$ cat src/rtl/mips_issue_arbiter.sv
// Round-robin front end sharing one MIPS core between two requester FIFOs; one instruction in flight.
// Grant-to-rsp_valid is 2 + core latency; requesters stall on FIFO full, responses hold until rsp_ready.

module mips_issue_fifo #(
   parameter int W     = 52,
   parameter int DEPTH = 2
) (
   input  logic         clk,
   input  logic         rst_n,
   input  logic         in_vld,
   output logic         in_rdy,
   input  logic [W-1:0] in_dat,
   output logic         out_vld,
   input  logic         out_pop,
   output logic [W-1:0] out_dat
);
   localparam int AW = (DEPTH > 1) ? $clog2(DEPTH) : 1;
   localparam logic [AW:0] FULL = DEPTH[AW:0];

   logic [W-1:0]  mem [DEPTH];
   logic [AW-1:0] wr_ptr;
   logic [AW-1:0] rd_ptr;
   logic [AW:0]   count;
   logic          push;
   logic          pop;

   // Ready comes only from the registered count, so a full FIFO refuses a push even while popping.
   assign in_rdy  = rst_n & (count < FULL);
   assign out_vld = (count != '0);
   assign out_dat = mem[rd_ptr];
   assign push    = in_vld & in_rdy;
   assign pop     = out_pop & out_vld;

   always_ff @(posedge clk or negedge rst_n) begin
      if (!rst_n) begin
         wr_ptr <= '0;
         rd_ptr <= '0;
         count  <= '0;
      end else begin
         if (push) wr_ptr <= wr_ptr + 1'b1;
         if (pop)  rd_ptr <= rd_ptr + 1'b1;
         count <= count + {{AW{1'b0}}, push} - {{AW{1'b0}}, pop};
      end
   end

   always_ff @(posedge clk) begin
      if (push) mem[wr_ptr] <= in_dat;
   end
endmodule

module mips_issue_arbiter #(
   parameter int DEPTH   = 2,
   parameter int TIMEOUT = 64
) (
   input  logic        clk,
   input  logic        rst_n,
   input  logic        req0_valid,
   output logic        req0_ready,
   input  logic [31:0] req0_instr,
   input  logic [19:0] req0_oreg,
   input  logic        req1_valid,
   output logic        req1_ready,
   input  logic [31:0] req1_instr,
   input  logic [19:0] req1_oreg,
   output logic        core_in_valid,
   output logic [31:0] core_instruction,
   output logic [19:0] core_output_reg,
   input  logic        core_out_valid,
   input  logic        core_fail,
   input  logic [63:0] core_out,
   output logic        rsp_valid,
   input  logic        rsp_ready,
   output logic        rsp_id,
   output logic        rsp_fail,
   output logic        rsp_timeout,
   output logic [63:0] rsp_data,
   output logic        busy
);
   localparam int CW = (TIMEOUT > 2) ? $clog2(TIMEOUT) : 1;
   localparam logic [CW-1:0] CNT_LAST = CW'(TIMEOUT - 1);

   typedef enum logic [2:0] {S_IDLE, S_ISSUE, S_WAIT, S_RESP, S_DRAIN} state_t;

   state_t        state;
   logic [CW-1:0] wait_cnt;
   logic          rr_last;
   logic          issue_id;
   logic          late_pending;

   logic          ne0, ne1;
   logic [51:0]   head0, head1;
   logic          grant_any;
   logic          grant_id;
   logic [51:0]   grant_dat;

   mips_issue_fifo #(.W(52), .DEPTH(DEPTH)) u_fifo0 (
      .clk(clk), .rst_n(rst_n),
      .in_vld(req0_valid), .in_rdy(req0_ready), .in_dat({req0_instr, req0_oreg}),
      .out_vld(ne0), .out_pop(grant_any & ~grant_id), .out_dat(head0)
   );

   mips_issue_fifo #(.W(52), .DEPTH(DEPTH)) u_fifo1 (
      .clk(clk), .rst_n(rst_n),
      .in_vld(req1_valid), .in_rdy(req1_ready), .in_dat({req1_instr, req1_oreg}),
      .out_vld(ne1), .out_pop(grant_any & grant_id), .out_dat(head1)
   );

   // With both queues occupied the requester that did not win last time goes next.
   assign grant_any = (state == S_IDLE) & (ne0 | ne1);
   assign grant_id  = (ne0 & ne1) ? ~rr_last : ne1;
   assign grant_dat = grant_id ? head1 : head0;

   always_ff @(posedge clk or negedge rst_n) begin
      if (!rst_n) begin
         state            <= S_IDLE;
         wait_cnt         <= '0;
         rr_last          <= 1'b0;
         issue_id         <= 1'b0;
         late_pending     <= 1'b0;
         core_in_valid    <= 1'b0;
         core_instruction <= '0;
         core_output_reg  <= '0;
         rsp_valid        <= 1'b0;
         rsp_id           <= 1'b0;
         rsp_fail         <= 1'b0;
         rsp_timeout      <= 1'b0;
         rsp_data         <= '0;
         busy             <= 1'b0;
      end else begin
         case (state)
            S_IDLE: begin
               if (grant_any) begin
                  core_in_valid    <= 1'b1;
                  core_instruction <= grant_dat[51:20];
                  core_output_reg  <= grant_dat[19:0];
                  issue_id         <= grant_id;
                  rr_last          <= grant_id;
                  busy             <= 1'b1;
                  state            <= S_ISSUE;
               end
            end
            S_ISSUE: begin
               core_in_valid    <= 1'b0;
               core_instruction <= '0;
               core_output_reg  <= '0;
               wait_cnt         <= '0;
               state            <= S_WAIT;
            end
            S_WAIT: begin
               // A completion in the same cycle as the deadline still counts as a real result.
               if (core_out_valid) begin
                  rsp_valid   <= 1'b1;
                  rsp_id      <= issue_id;
                  rsp_fail    <= core_fail;
                  rsp_timeout <= 1'b0;
                  rsp_data    <= core_fail ? 64'd0 : core_out;
                  state       <= S_RESP;
               end else if (wait_cnt == CNT_LAST) begin
                  rsp_valid    <= 1'b1;
                  rsp_id       <= issue_id;
                  rsp_fail     <= 1'b1;
                  rsp_timeout  <= 1'b1;
                  rsp_data     <= '0;
                  late_pending <= 1'b1;
                  state        <= S_RESP;
               end else begin
                  wait_cnt <= wait_cnt + 1'b1;
               end
            end
            S_RESP: begin
               if (late_pending && core_out_valid) late_pending <= 1'b0;
               if (rsp_ready) begin
                  rsp_valid   <= 1'b0;
                  rsp_id      <= 1'b0;
                  rsp_fail    <= 1'b0;
                  rsp_timeout <= 1'b0;
                  rsp_data    <= '0;
                  if (late_pending && !core_out_valid) begin
                     state <= S_DRAIN;
                  end else begin
                     busy  <= 1'b0;
                     state <= S_IDLE;
                  end
               end
            end
            S_DRAIN: begin
               // The timed-out instruction must leave the core before anything else is issued.
               if (core_out_valid) begin
                  late_pending <= 1'b0;
                  busy         <= 1'b0;
                  state        <= S_IDLE;
               end
            end
            default: state <= S_IDLE;
         endcase
      end
   end
endmodule
$ cat config.mk
export PLATFORM = sky130hd
export DESIGN_NAME = mips_issue_arbiter
export DESIGN_NICKNAME = d
export VERILOG_FILES = /design/src/rtl/mips_issue_arbiter.sv
export SDC_FILE = /design/constraint.sdc
export NUM_CORES = 1
export LEC_CHECK = 0
export CAP_MARGIN = 30
export CORE_MARGIN = 2
export CORE_UTILIZATION = 38
export CTS_BUF_LIST = sky130_fd_sc_hd__clkbuf_4 sky130_fd_sc_hd__clkbuf_8
export CTS_CLUSTER_DIAMETER = 50
export DETAILED_ROUTE_END_ITERATION = 6
export PLACE_DENSITY_LB_ADDON = 0.05
export SKIP_LAST_GASP = 1
export SLEW_MARGIN = 20
export SYNTH_ARGS = -nofsm -noshare
export SYNTH_HDL_FRONTEND = slang
export SYNTH_SLANG_ARGS = --single-unit
$ cat constraint.sdc
create_clock -name clk -period 4.3 [get_ports clk]
set_clock_uncertainty 0.15 [all_clocks]
set_input_delay 0.645 -clock clk [delete_from_list [all_inputs] [get_ports clk]]
set_output_delay 0.645 -clock clk [all_outputs]
set_load 0.03 [all_outputs]
* After elaboration in Yosys (flattened, before gate mapping) *
Memory sizes are Yosys's and may differ from the RTL's.
Cells that the tools add are included.

word-level totals
  memory bits (writable) = 208
  word-level logic and storage cells = 122
  flip-flop bits (word level) = 141
  memories kept = 2

memories
  name         depth  width  rd ports  clocked after memory_dff  wr ports  RTL line  text
  u_fifo0.mem  2      52     1         0                         1         20        logic [W-1:0] mem [DEPTH];
  u_fifo1.mem  2      52     1         0                         1         20

operators by class
  reductions and logical operators = 18
  mux-type cells = 45
  equality and inequality tests = 14
  magnitude comparators = 2
  add/subtract/negate cells = 9
  bitwise logic cells = 13

operator list
  operator                                                                number
  64-bit two-way mux                                                      4
  64-bit case mux with 2 select lines                                     1
  32-bit case mux with 2 select lines                                     1
  52-bit two-way mux                                                      1
  20-bit case mux with 2 select lines                                     1
  32-bit two-way mux                                                      1
  20-bit two-way mux                                                      1
  1-bit two-way mux                                                       18
  3-bit two-way mux                                                       6
  2-bit != test (second input constant)                                   8
  3-bit case mux with 5 select lines                                      1
  6-bit two-way mux                                                       2
  6-bit case mux with 2 select lines                                      1
  1-bit bitwise AND                                                       10
  1-bit case mux with 2 select lines                                      5
  5-bit AND reduction                                                     2
  2-bit nonzero test                                                      5
  6-bit by 1-bit adder with 6-bit output (second input constant)          1
  3-bit by 2-bit equality test with 1-bit output (second input constant)  2
  6-bit equality test (second input constant)                             1
  1-bit case mux with 3 select lines                                      2
  3-bit AND reduction                                                     2
  3-bit nonzero test                                                      2
  1-bit adder (second input constant)                                     4
  other kinds (13)                                                        19

* Depth between registers and ports, before layout *
  depth in word-level cells = 7
  depth in mapped cells = 9

* By module *
A second synthesis with hierarchy kept.

unflattened totals
  cell total of the unflattened synthesis = 780
  area, all modules = 13812.0 um^2

by module, submodules not included
  module              instances  cells an instance  area each (um^2)
  mips_issue_fifo     2          183                4216.5
  mips_issue_arbiter  1          414                5378.9

* Worst setup path before layout *
OpenSTA, ideal clock, no wires.

  path kind = in2reg
  start point = input rst_n
  end point = memory u_fifo1.mem[0][0] (enable)
  arrival time = 3.583 ns
  path buffers = 0
  slack = 0.105 ns
  stages on the path = 3
  path through = nor2b_1 -> nand2_1 -> nor2_1

on the way
  word-level cells in the longest chain between the ends = 4

RTL lines
  element                                  RTL line  text
  start, declared                          56        input logic rst_n,
  1-bit bitwise AND                        28        assign in_rdy = rst_n & (count < FULL);
  1-bit bitwise AND                        31        assign push = in_vld & in_rdy;
  1-bit two-way mux                        47        if (push) mem[wr_ptr] <= in_dat;
  1-bit two-way mux (not written as such)  47
  end, declared                            20

Every way passes these cells.

* Final worst setup path *
  start point = input rst_n
  end point = output req0_ready

on the way
  word-level cells in the longest chain between the ends = 1

RTL lines
  element            RTL line  text
  1-bit bitwise AND  28
  end, declared      58        output logic req0_ready,

Every way passes these cells.

==> run_results.csv <==
group,metric,value,unit
clock_network,clockBufferDepth,3,
synthesis,syn_inst,833,
synthesis,synth_edf_count,208,
timing,period_needed,3.382,ns
clock_network,clk_pin_slew,0.06,ns
critical_path,slowest_stage,"clkdlybuf4s50_1",
critical_path,cp-start-kind,"input pin",
final_layout,drive_above_1_share,0.1112,
critical_path,crit_start,"rst_n",
worst_hold_path,hp-class,"in2async",
critical_path,cp_max_fo,40,
drt,via_count,8363,
critical_path,cp_cell_sequence,"dlygate4sd3_1, buf_6, nor2b_1, clkdlybuf4s50_1",
clock_network,ctsResizeCount,0,
critical_path,crit_type,"in2out",
drt,vias_per_cell,5.035,
place,port_buffers,298,
die,die_x,190.5,µm
timing,hold_violations,0,
synthesis,synth_area_leaders,"edfxtp_1, dfrtp_1, mux2i_1",
drt,drt-wirelength-per-cell,20.37,µm
clock_network,clock-sinks,349,
place,gp_congestion,0.7770,
critical_path,regToRegSetupSlack,1.68,ns
timing,max-slew-margin-rel,0.4889,
final_layout,multi_input_area,0.003223,mm²
critical_path,cp.arrival,2.59,ns
synthesis,asyncSetResetFlopFracSynth,0.4040,
run,maxCapViolCount,0,
place,detailed_place_hpwl,21.80,mm
clock_network,cts_tree,"done",
drt,routed_wl,33.83,mm
power_and_ir_drop,peakVddDrop,0.3219,mV
clock_network,root_buffer,"clkbuf_8",
power_and_ir_drop,powerDensity,679.8,mW/mm²
drt,drt_iter0_drc,320,
critical_path,endpoint,"req0_ready",
die,die_h,190.5,µm
synthesis,synth_warnings,0,
critical_path,end_kind,"output port",
grt,overflow,0,
critical_path,cp.depth,4,
timing,whs,0.3349,ns
die,row_count,68,
timing,rsz0062_at_grt,"no",
timing,finalCritPeriodShare,0.7866,
timing,max_freq,295.7,MHz
critical_path,crit_family,"buffers and inverters",
final_layout,nets,1336,
timing,setup_viol,0,
synthesis,synth_ff_type,"edfxtp_1",
clock_network,htree_levels,2,
final_layout,final_cell_mix,"clkdlybuf4s50_1, edfxtp_1, dfrtp_1, nand2_1, mux2i_1",
drt,ant_nets,0,
synthesis,synth_area_leader_cell,"edfxtp_1",
final_layout,reg_top3,"u_fifo0.mem (104), u_fifo1.mem (104), rsp_data (64)",
synthesis,synth_cell_types,46,
final_layout,final_common_cell,"clkdlybuf4s50_1",
drt,drcViolationCount,0,
grt,grt_antenna_before_repair,1,
synthesis,ys_ff_latch,349,
die,pin_count,299,
timing,slew_violations,0,
timing,layout_setup_ws,0.9177,ns
outcome,status,"finished, final reports clean",
clock_network,post-cts-setup-buffers,0,
final_layout,area_growth,36.47,%
final_layout,nFillCells,2958,
grt,grt_pass1_vias,8959,
clock_network,worstSkewPairLatency,0.63,ns
synthesis,syn_avg_cell_area,15.87,µm²
synthesis,yosysSeqAreaShare,0.7393,
critical_path,r2r-end,"u_fifo0.count[1]",
timing,setup_tns,0,ns
critical_path,reg2regPathDepth,8,
die,initial_core_util,0.3846,
grt,grt_usage,0.1875,
critical_path,critPathBufInv,3,
die,dieArea,0.03630,mm²
critical_path,crit_path_max_incr_delay,0.74,ns
final_layout,seq_area,0.009782,mm²
die,core,0.03437,mm²
grt,grt_max_degree,69,
drt,dr.pass1.iters,4,
place,pre_cts_slack,1.395,ns
power_and_ir_drop,power.total,12270,µW
synthesis,synth_nets,1013,
timing,tightest_slew,0.7637,ns
synthesis,synthesis.area,0.01322,mm²
grt,grt_pass1_wl,51.53,mm
critical_path,crit_required,3.50,ns
critical_path,r2r_start,"u_fifo0.count[1]",
synthesis,netlist.area_leader.share,0.4724,
power_and_ir_drop,p_leak,0.007096,µW
clock_network,numCtsBuffers,58,
[Yosys cell counts (6+ instances only)]
cell	number
buf_2	28
inv_1	12
nand3_1	7
a22o_1	64
a32o_1	52
edfxtp_1	208
a21oi_1	8
nand2_1	117
mux2i_1	104
dfrtp_1	141
o21ai_1	6
xnor2_1	6
nor2_1	9
clkbuf_1	19
[cells by family (layout without fill, tap and decap cells)]
| family | after synthesis | after routing | share of synthesized area |
|---|---|---|---|
| AOI/OAI and AO/OA | 143 | 143 | 0.09454 |
| xor gates and xnor gates | 8 | 8 | 0.005300 |
| adders and majority gates | 5 | 5 | 0.004732 |
| buffers and inverters | 64 | 436 | 0.02139 |
| DFF | 349 | 349 | 0.7393 |
| muxes | 108 | 108 | 0.08214 |
| other | 0 | 1 | 0 |
| and+or+nand+nor | 156 | 156 | 0.05262 |
[worst min path at each step]
stage / end / startpoint / slack, ns
CTS: rsp_data[37] / rst_n / 0.30
detailed placement: core_instruction[16] / core_instruction[16] / 0.33
floorplan: busy / rst_n / 0.20
global route: rsp_data[37] / rst_n / 0.35
global placement: core_output_reg[3] / core_output_reg[3] / 0.33
finish: rsp_data[37] / rst_n / 0.33
[per-layer routing]
layer,track usage,wire length (µm),vias up
li1,-,-,3842
met1,0.2419,14480,4143
met2,0.3042,15960,321
met3,0.04858,2527,57
met4,0.07185,860,0
met5,0,0,-
[cell type report]
cell class,count,share of cell area
Sequential cell,349,0.5421
Clock inverter,13,0.003259
Antenna cell,1,0.0001387
Tap cell,455,0.03155
Timing Repair Buffer,315,0.1776
Inverter,12,0.002496
Clock buffer,96,0.06421
Multi-Input combinational cell,420,0.1786
[power by group]
group	total, µW	internal [µW]	switching, µW
registers	4820	4280	547
logic	4450	1880	2570
clock network	2990	1690	1300
total	12300	7850	4420
[timing repair]
item,CTS,global route
hold buffers,1,0
endpoints found under the hold margin,37,0
setup endpoints to repair,0,0
[stage by stage]
stage          std cells    util  area (µm²)
6_report            1661  0.5249       18040
5_1_grt             1660  0.5249       18040
4_1_cts             1660  0.5249       18040
3_5_place_dp        1550  0.4892       16810
3_3_place_gp        1547  0.4870       16740
2_1_floorplan        833       -       13220
(Power assumes the default switching activity.)
